### config.mk
export PLATFORM = sky130hd
export DESIGN_NAME = div_unit
export DESIGN_NICKNAME = d
export VERILOG_FILES = /design/src/rtl/div_unit_pkg.sv /design/src/rtl/div_unit.sv
export SDC_FILE = /design/constraint.sdc
export NUM_CORES = 1
export LEC_CHECK = 0
export ABC_AREA = 0
export BUFFER_PORTS_ARGS = -buffer_cell sky130_fd_sc_hd__buf_2
export CAP_MARGIN = 20
export CORE_UTILIZATION = 50
export DETAILED_ROUTE_END_ITERATION = 6
export GPL_ROUTABILITY_DRIVEN = 0
export GPL_TIMING_DRIVEN = 0
export PLACE_DENSITY = 0.71
export SLEW_MARGIN = 20
export SYNTH_ARGS = -nofsm -noshare
export SYNTH_HDL_FRONTEND = slang
export SYNTH_SLANG_ARGS = --single-unit
### constraint.sdc
create_clock -name clk -period 11.2 [get_ports clk]
set_input_delay 1.68 -clock clk [delete_from_list [all_inputs] [get_ports clk]]
set_output_delay 1.68 -clock clk [all_outputs]
set_load 0.05 [all_outputs]
### src/rtl/div_unit_pkg.sv
// Shared core defines used by the divider: register bus widths, the
// M-extension funct3 codes for the divide/remainder instructions, and a
// small two's-complement magnitude helper.
package div_unit_pkg;

    localparam int REG_BUS      = 32;
    localparam int REG_ADDR_BUS = 5;

    // funct3 encodings. Bit 0 set means unsigned, bit 1 set means remainder.
    localparam logic [2:0] INST_DIV  = 3'b100;
    localparam logic [2:0] INST_DIVU = 3'b101;
    localparam logic [2:0] INST_REM  = 3'b110;
    localparam logic [2:0] INST_REMU = 3'b111;

    // Magnitude of a two's-complement value. 0x80000000 maps to itself,
    // which the unsigned datapath then treats as 2^31.
    function automatic logic [REG_BUS-1:0] abs_val(input logic [REG_BUS-1:0] v);
        return v[REG_BUS-1] ? -v : v;
    endfunction

endpackage

### src/rtl/div_unit.sv
// div_unit -- multi-cycle restoring divider for DIV/DIVU/REM/REMU.
//
// Ports:
//   clk          rising-edge clock
//   rst          synchronous active-low reset
//   start_i      request a division (sampled only in IDLE)
//   abort_i      cancel the in-flight operation; beats start_i
//   op_i         funct3 of the instruction
//   dividend_i   rs1 value
//   divisor_i    rs2 value
//   reg_waddr_i  destination register, returned with the result
//   busy_o       high whenever the FSM is not in IDLE
//   ready_o      one-cycle pulse; result_o/reg_waddr_o valid only then
//   result_o     quotient or remainder, zero outside the ready cycle
//   reg_waddr_o  captured destination register, zero outside the ready cycle
//
// Timeline with start sampled at edge k: START at k+1, 32 CALC steps on
// edges k+2..k+33, END drives the result out at edge k+34. A zero divisor
// skips CALC, so the result appears at edge k+2.
module div_unit
    import div_unit_pkg::*;
(
    input  logic                    clk,
    input  logic                    rst,
    input  logic                    start_i,
    input  logic                    abort_i,
    input  logic [2:0]              op_i,
    input  logic [REG_BUS-1:0]      dividend_i,
    input  logic [REG_BUS-1:0]      divisor_i,
    input  logic [REG_ADDR_BUS-1:0] reg_waddr_i,
    output logic                    busy_o,
    output logic                    ready_o,
    output logic [REG_BUS-1:0]      result_o,
    output logic [REG_ADDR_BUS-1:0] reg_waddr_o
);

    localparam logic [1:0] IDLE  = 2'd0;
    localparam logic [1:0] START = 2'd1;
    localparam logic [1:0] CALC  = 2'd2;
    localparam logic [1:0] END   = 2'd3;

    logic [1:0]              state;
    logic [4:0]              count;
    logic [2:0]              op_q;
    logic [REG_BUS-1:0]      dividend_q;
    logic [REG_BUS-1:0]      divisor_q;
    logic [REG_ADDR_BUS-1:0] waddr_q;
    logic [REG_BUS-1:0]      dvs;   // divisor magnitude used by the steps
    logic [REG_BUS-1:0]      quo;   // dividend shifting out, quotient shifting in
    logic [REG_BUS-1:0]      rem;   // partial remainder

    logic accept;
    logic signed_op;
    logic rem_op;
    logic div_zero;

    assign busy_o    = (state != IDLE);
    assign accept    = (state == IDLE) && start_i && !abort_i;
    assign signed_op = ~op_q[0];
    assign rem_op    = op_q[1];
    assign div_zero  = (divisor_q == '0);

    // One restoring step. The shifted remainder needs 33 bits because it
    // can reach 2*dvs-1 before the trial subtraction.
    logic [REG_BUS:0]   shifted;
    logic [REG_BUS:0]   trial;
    logic               fits;
    logic [REG_BUS-1:0] rem_next;
    logic [REG_BUS-1:0] quo_next;

    always_comb begin
        shifted  = {rem, quo[REG_BUS-1]};
        trial    = shifted - {1'b0, dvs};
        fits     = (shifted >= {1'b0, dvs});
        rem_next = fits ? trial[REG_BUS-1:0] : shifted[REG_BUS-1:0];
        quo_next = {quo[REG_BUS-2:0], fits};
    end

    // Sign fix-up and divide-by-zero override, consumed in END.
    logic [REG_BUS-1:0] q_fix;
    logic [REG_BUS-1:0] r_fix;
    logic [REG_BUS-1:0] final_res;

    // NOTE: every always_comb output gets a default first so no path can
    // leave it unassigned and infer a latch.
    always_comb begin
        q_fix = quo;
        r_fix = rem;
        if (div_zero) begin
            q_fix = '1;
            r_fix = dividend_q;
        end else if (signed_op) begin
            if (dividend_q[REG_BUS-1] ^ divisor_q[REG_BUS-1]) q_fix = -quo;
            if (dividend_q[REG_BUS-1])                        r_fix = -rem;
        end
        final_res = rem_op ? r_fix : q_fix;
    end

    // Control path and registered outputs.
    // NOTE: sequential state uses non-blocking assignments so every flop
    // samples the pre-edge values regardless of statement order.
    always_ff @(posedge clk) begin
        if (!rst) begin
            state       <= IDLE;
            count       <= '0;
            ready_o     <= 1'b0;
            result_o    <= '0;
            reg_waddr_o <= '0;
        end else begin
            ready_o     <= 1'b0;
            result_o    <= '0;
            reg_waddr_o <= '0;
            if (abort_i && state != IDLE) begin
                state <= IDLE;
            end else begin
                case (state)
                    IDLE:  if (accept) state <= START;
                    START: begin
                        count <= '0;
                        state <= div_zero ? END : CALC;
                    end
                    CALC: begin
                        count <= count + 5'd1;
                        if (count == 5'd31) state <= END;
                    end
                    END: begin
                        state       <= IDLE;
                        ready_o     <= 1'b1;
                        result_o    <= final_res;
                        reg_waddr_o <= waddr_q;
                    end
                    default: state <= IDLE;
                endcase
            end
        end
    end

    // Datapath registers.
    // NOTE: these are deliberately not reset; each is loaded before it is
    // used, and the outputs are gated to zero by the control block.
    always_ff @(posedge clk) begin
        if (accept) begin
            op_q       <= op_i;
            dividend_q <= dividend_i;
            divisor_q  <= divisor_i;
            waddr_q    <= reg_waddr_i;
        end
        if (state == START) begin
            quo <= signed_op ? abs_val(dividend_q) : dividend_q;
            dvs <= signed_op ? abs_val(divisor_q)  : divisor_q;
            rem <= '0;
        end else if (state == CALC) begin
            quo <= quo_next;
            rem <= rem_next;
        end
    end

endmodule

==> metrics.yaml <==
cts_buffers: 24
io_buffer_count: 113
synth_compound_area_share_pct: 17.44
finish.utilization_pct: 59.08
diodes: 0
clock_latency_ns: 0.53
dpl_cell_area_um2: 13600
post_cts_buffers: 0
grt_pass1_wl_mm: 52.43
cts_tree: "yes"
dr.pass1.iters: 5
end_kind: "register"
io_pins: 115
fp.dieH_um: 160.3
hpwl_mm: 25.30
path_max_fanout: 7
max-slew-margin-rel_pct: 37.59
hold_buffers: 0
ff2ff_path_depth: 7
syn_inst: 1335
dp_cells: 1776
drc: 0
status: "finished clean"
cp.arrival_ns: 3.83
antenna_left: 0
finalSetupViolations: 0
finalWirelength_mm: 33.33
final_cell_mix: "145 x nor2_1, 135 x a21oi_1, 135 x edfxtp_1, 127 x buf_2, 94 x nand2_1"
wl_per_cell_um: 18.31
cp_cell_sequence: "nor4_1, nand4_1, nor2_1, nand2_1, nor2_1, nor2_1, a221oi_1"
finalCriticalPeriod_ns: 3.453
min_path_cells: 1
synth_top_family_by_area: "compound AO/OA/AOI/OAI gates"
grt.overflow.total: 0
grt_use_total_pct: 25.60
die_w_um: 160.3
max_freq_ghz: 0.2896
fin_area_um2: 14450
antenna_found_initial: 0
cts_repair_resize_count: 0
p_per_area_nw_per_um2: 263.6
stdcell_count: 1820
worst_path_most_repeated_cell: "nor2_1"
rsz0062_at_grt: "no"
holdWs_ns: 0.4405
hold_viol_final: 0
critPathRequiredTime_ns: 11.58
grt_max_degree: 33
synthSimpleGateAreaFrac_pct: 16.71
slowest_stage: "nor2_1"
rows: 57
vias: 10550
final_common_cell: "nor2_1"
first_iter_violations: 956
tns_ns: 0
h-tree-depth: 1
cap_viol_max_count: 0
hp-class: "register to register"
synth_async_sr_flop_share_pct: 0
peakVddDrop_mv: 0.1423
clkSlewWorstSetupHoldPaths_ns: 0.06
fin_crit_sh_pct: 30.83
grt_pass1_vias: 9845
ys_types: 78
root_buffer: "clkbuf_16"
syn_area_per_cell_um2: 9.389
synth-edff-count: 135
crit_type: "register to register"
finClkSkew_ns: 0.01507
ys_ff_latch: 212
area_growth_pct: 15.29
synth_flop_cell: "edfxtp_1"
leakage_nw: 5.802
syn_area_um2: 12530
yosys_warnings: 0
yosys-mux-area-fraction_pct: 2.196
via_per_inst: 5.794
worst_slew_pin_slew_ns: 0.9125
synth_xor_area_share_pct: 10.13
clock-sinks: 212
slew_violations: 0
cp-start-kind: "register"
core_um2: 24460
cts_buffer_depth: 3
synthAdderAreaFrac_pct: 4.352
die-area_um2: 25710
drive_gt1_share_pct: 13.97
syn-num-nets: 1454
start_util_pct: 51.24
crit_path_max_incr_delay_ns: 0.68
fin_nets: 1597
ys_seq_area_share_pct: 44.64
## final timing paths
check                          from                   endpoint  slack [ns]
max reg2reg  divisor_q[9]$_DFFE_PP_     result_o[6]$_SDFF_PP0_        7.75
max          divisor_q[9]$_DFFE_PP_     result_o[6]$_SDFF_PP0_        7.75
min            waddr_q[2]$_DFFE_PP_  reg_waddr_o[2]$_SDFF_PP0_        0.44
min reg2reg    waddr_q[2]$_DFFE_PP_  reg_waddr_o[2]$_SDFF_PP0_        0.44
## synthesized netlist by cell type, drive strengths merged (13+ instances only)
library cell | instances | area, um2
nor2 | 146 | 548.0
a21oi | 136 | 684.4
edfxtp | 135 | 4054
nand2 | 95 | 359.1
o21ai | 79 | 395.4
dfxtp | 77 | 1541
xnor2 | 77 | 674.4
xor2 | 68 | 595.6
inv | 64 | 240.2
clkbuf | 49 | 186.4
ha | 42 | 525.5
a211oi | 38 | 305.3
nor3 | 32 | 160.2
mux2i | 26 | 260.3
buf | 21 | 141.4
nand3 | 21 | 105.1
a31oi | 20 | 125.1
nor4 | 18 | 148.9
o31ai | 17 | 127.6
and2 | 13 | 81.33
nor2b | 13 | 81.33
## state kept, by name, indices dropped and copies added (netlist names)
signal and flops:
op_q 2, quo 32, waddr_q 5, state 2, ready_o 1, count 5
dividend_q 32, dvs 32, rem 32, divisor_q 32, result_o 32, reg_waddr_o 5
## critical path, delay by kind of cell (launching register included)
family | cells | cell delay (ns)
AO/OA/AOI/OAI | 1 | 0.55
flip-flops | 1 | 0.45
AND/OR/NAND/NOR | 6 | 2.30
## report_power, final
group          internal (W)  switching, W
combinational      0.000648       0.00104
clock              0.000507      0.000321
sequential          0.00107      0.000222
## layout make-up
type	count	area, um2
Buffer	70	327.8
Clock buffer	34	740.7
Clock inverter	10	112.6
Fill cell	2107	10010
Inverter	64	240.2
Multi-Input combinational cell	989	6384
Sequential cell	212	5595
Tap cell	324	405.4
Timing Repair Buffer	117	645.6
## routing by layer
layer	part of all wire [%]	global-route usage (%)	vias to the layer above
met5	0	0	-
met3	7.7	3.435	101
li1	-	-	5127
met2	46	42.15	486
met4	4.2	11.08	0
met1	42	33.79	4831
## through the flow
stage	setup WS, ns	total power, W
after CTS	7.865	0.003776
final	7.747	0.003810
after global placement	4.263	0.002896
after detailed placement	7.888	0.002942
after global routing	7.652	0.004028
after floorplan	5.634	0.002479
## logic make-up (layout without fill, tap and decap cells)
logic type,count (synthesis),count (layout)
simple gates,419,419
mux,27,27
flops,212,212
xor+xnor,145,145
fa+ha+maj,43,43
compound gates,355,355
buf+inv,134,295
(Power assumes the default switching activity.)
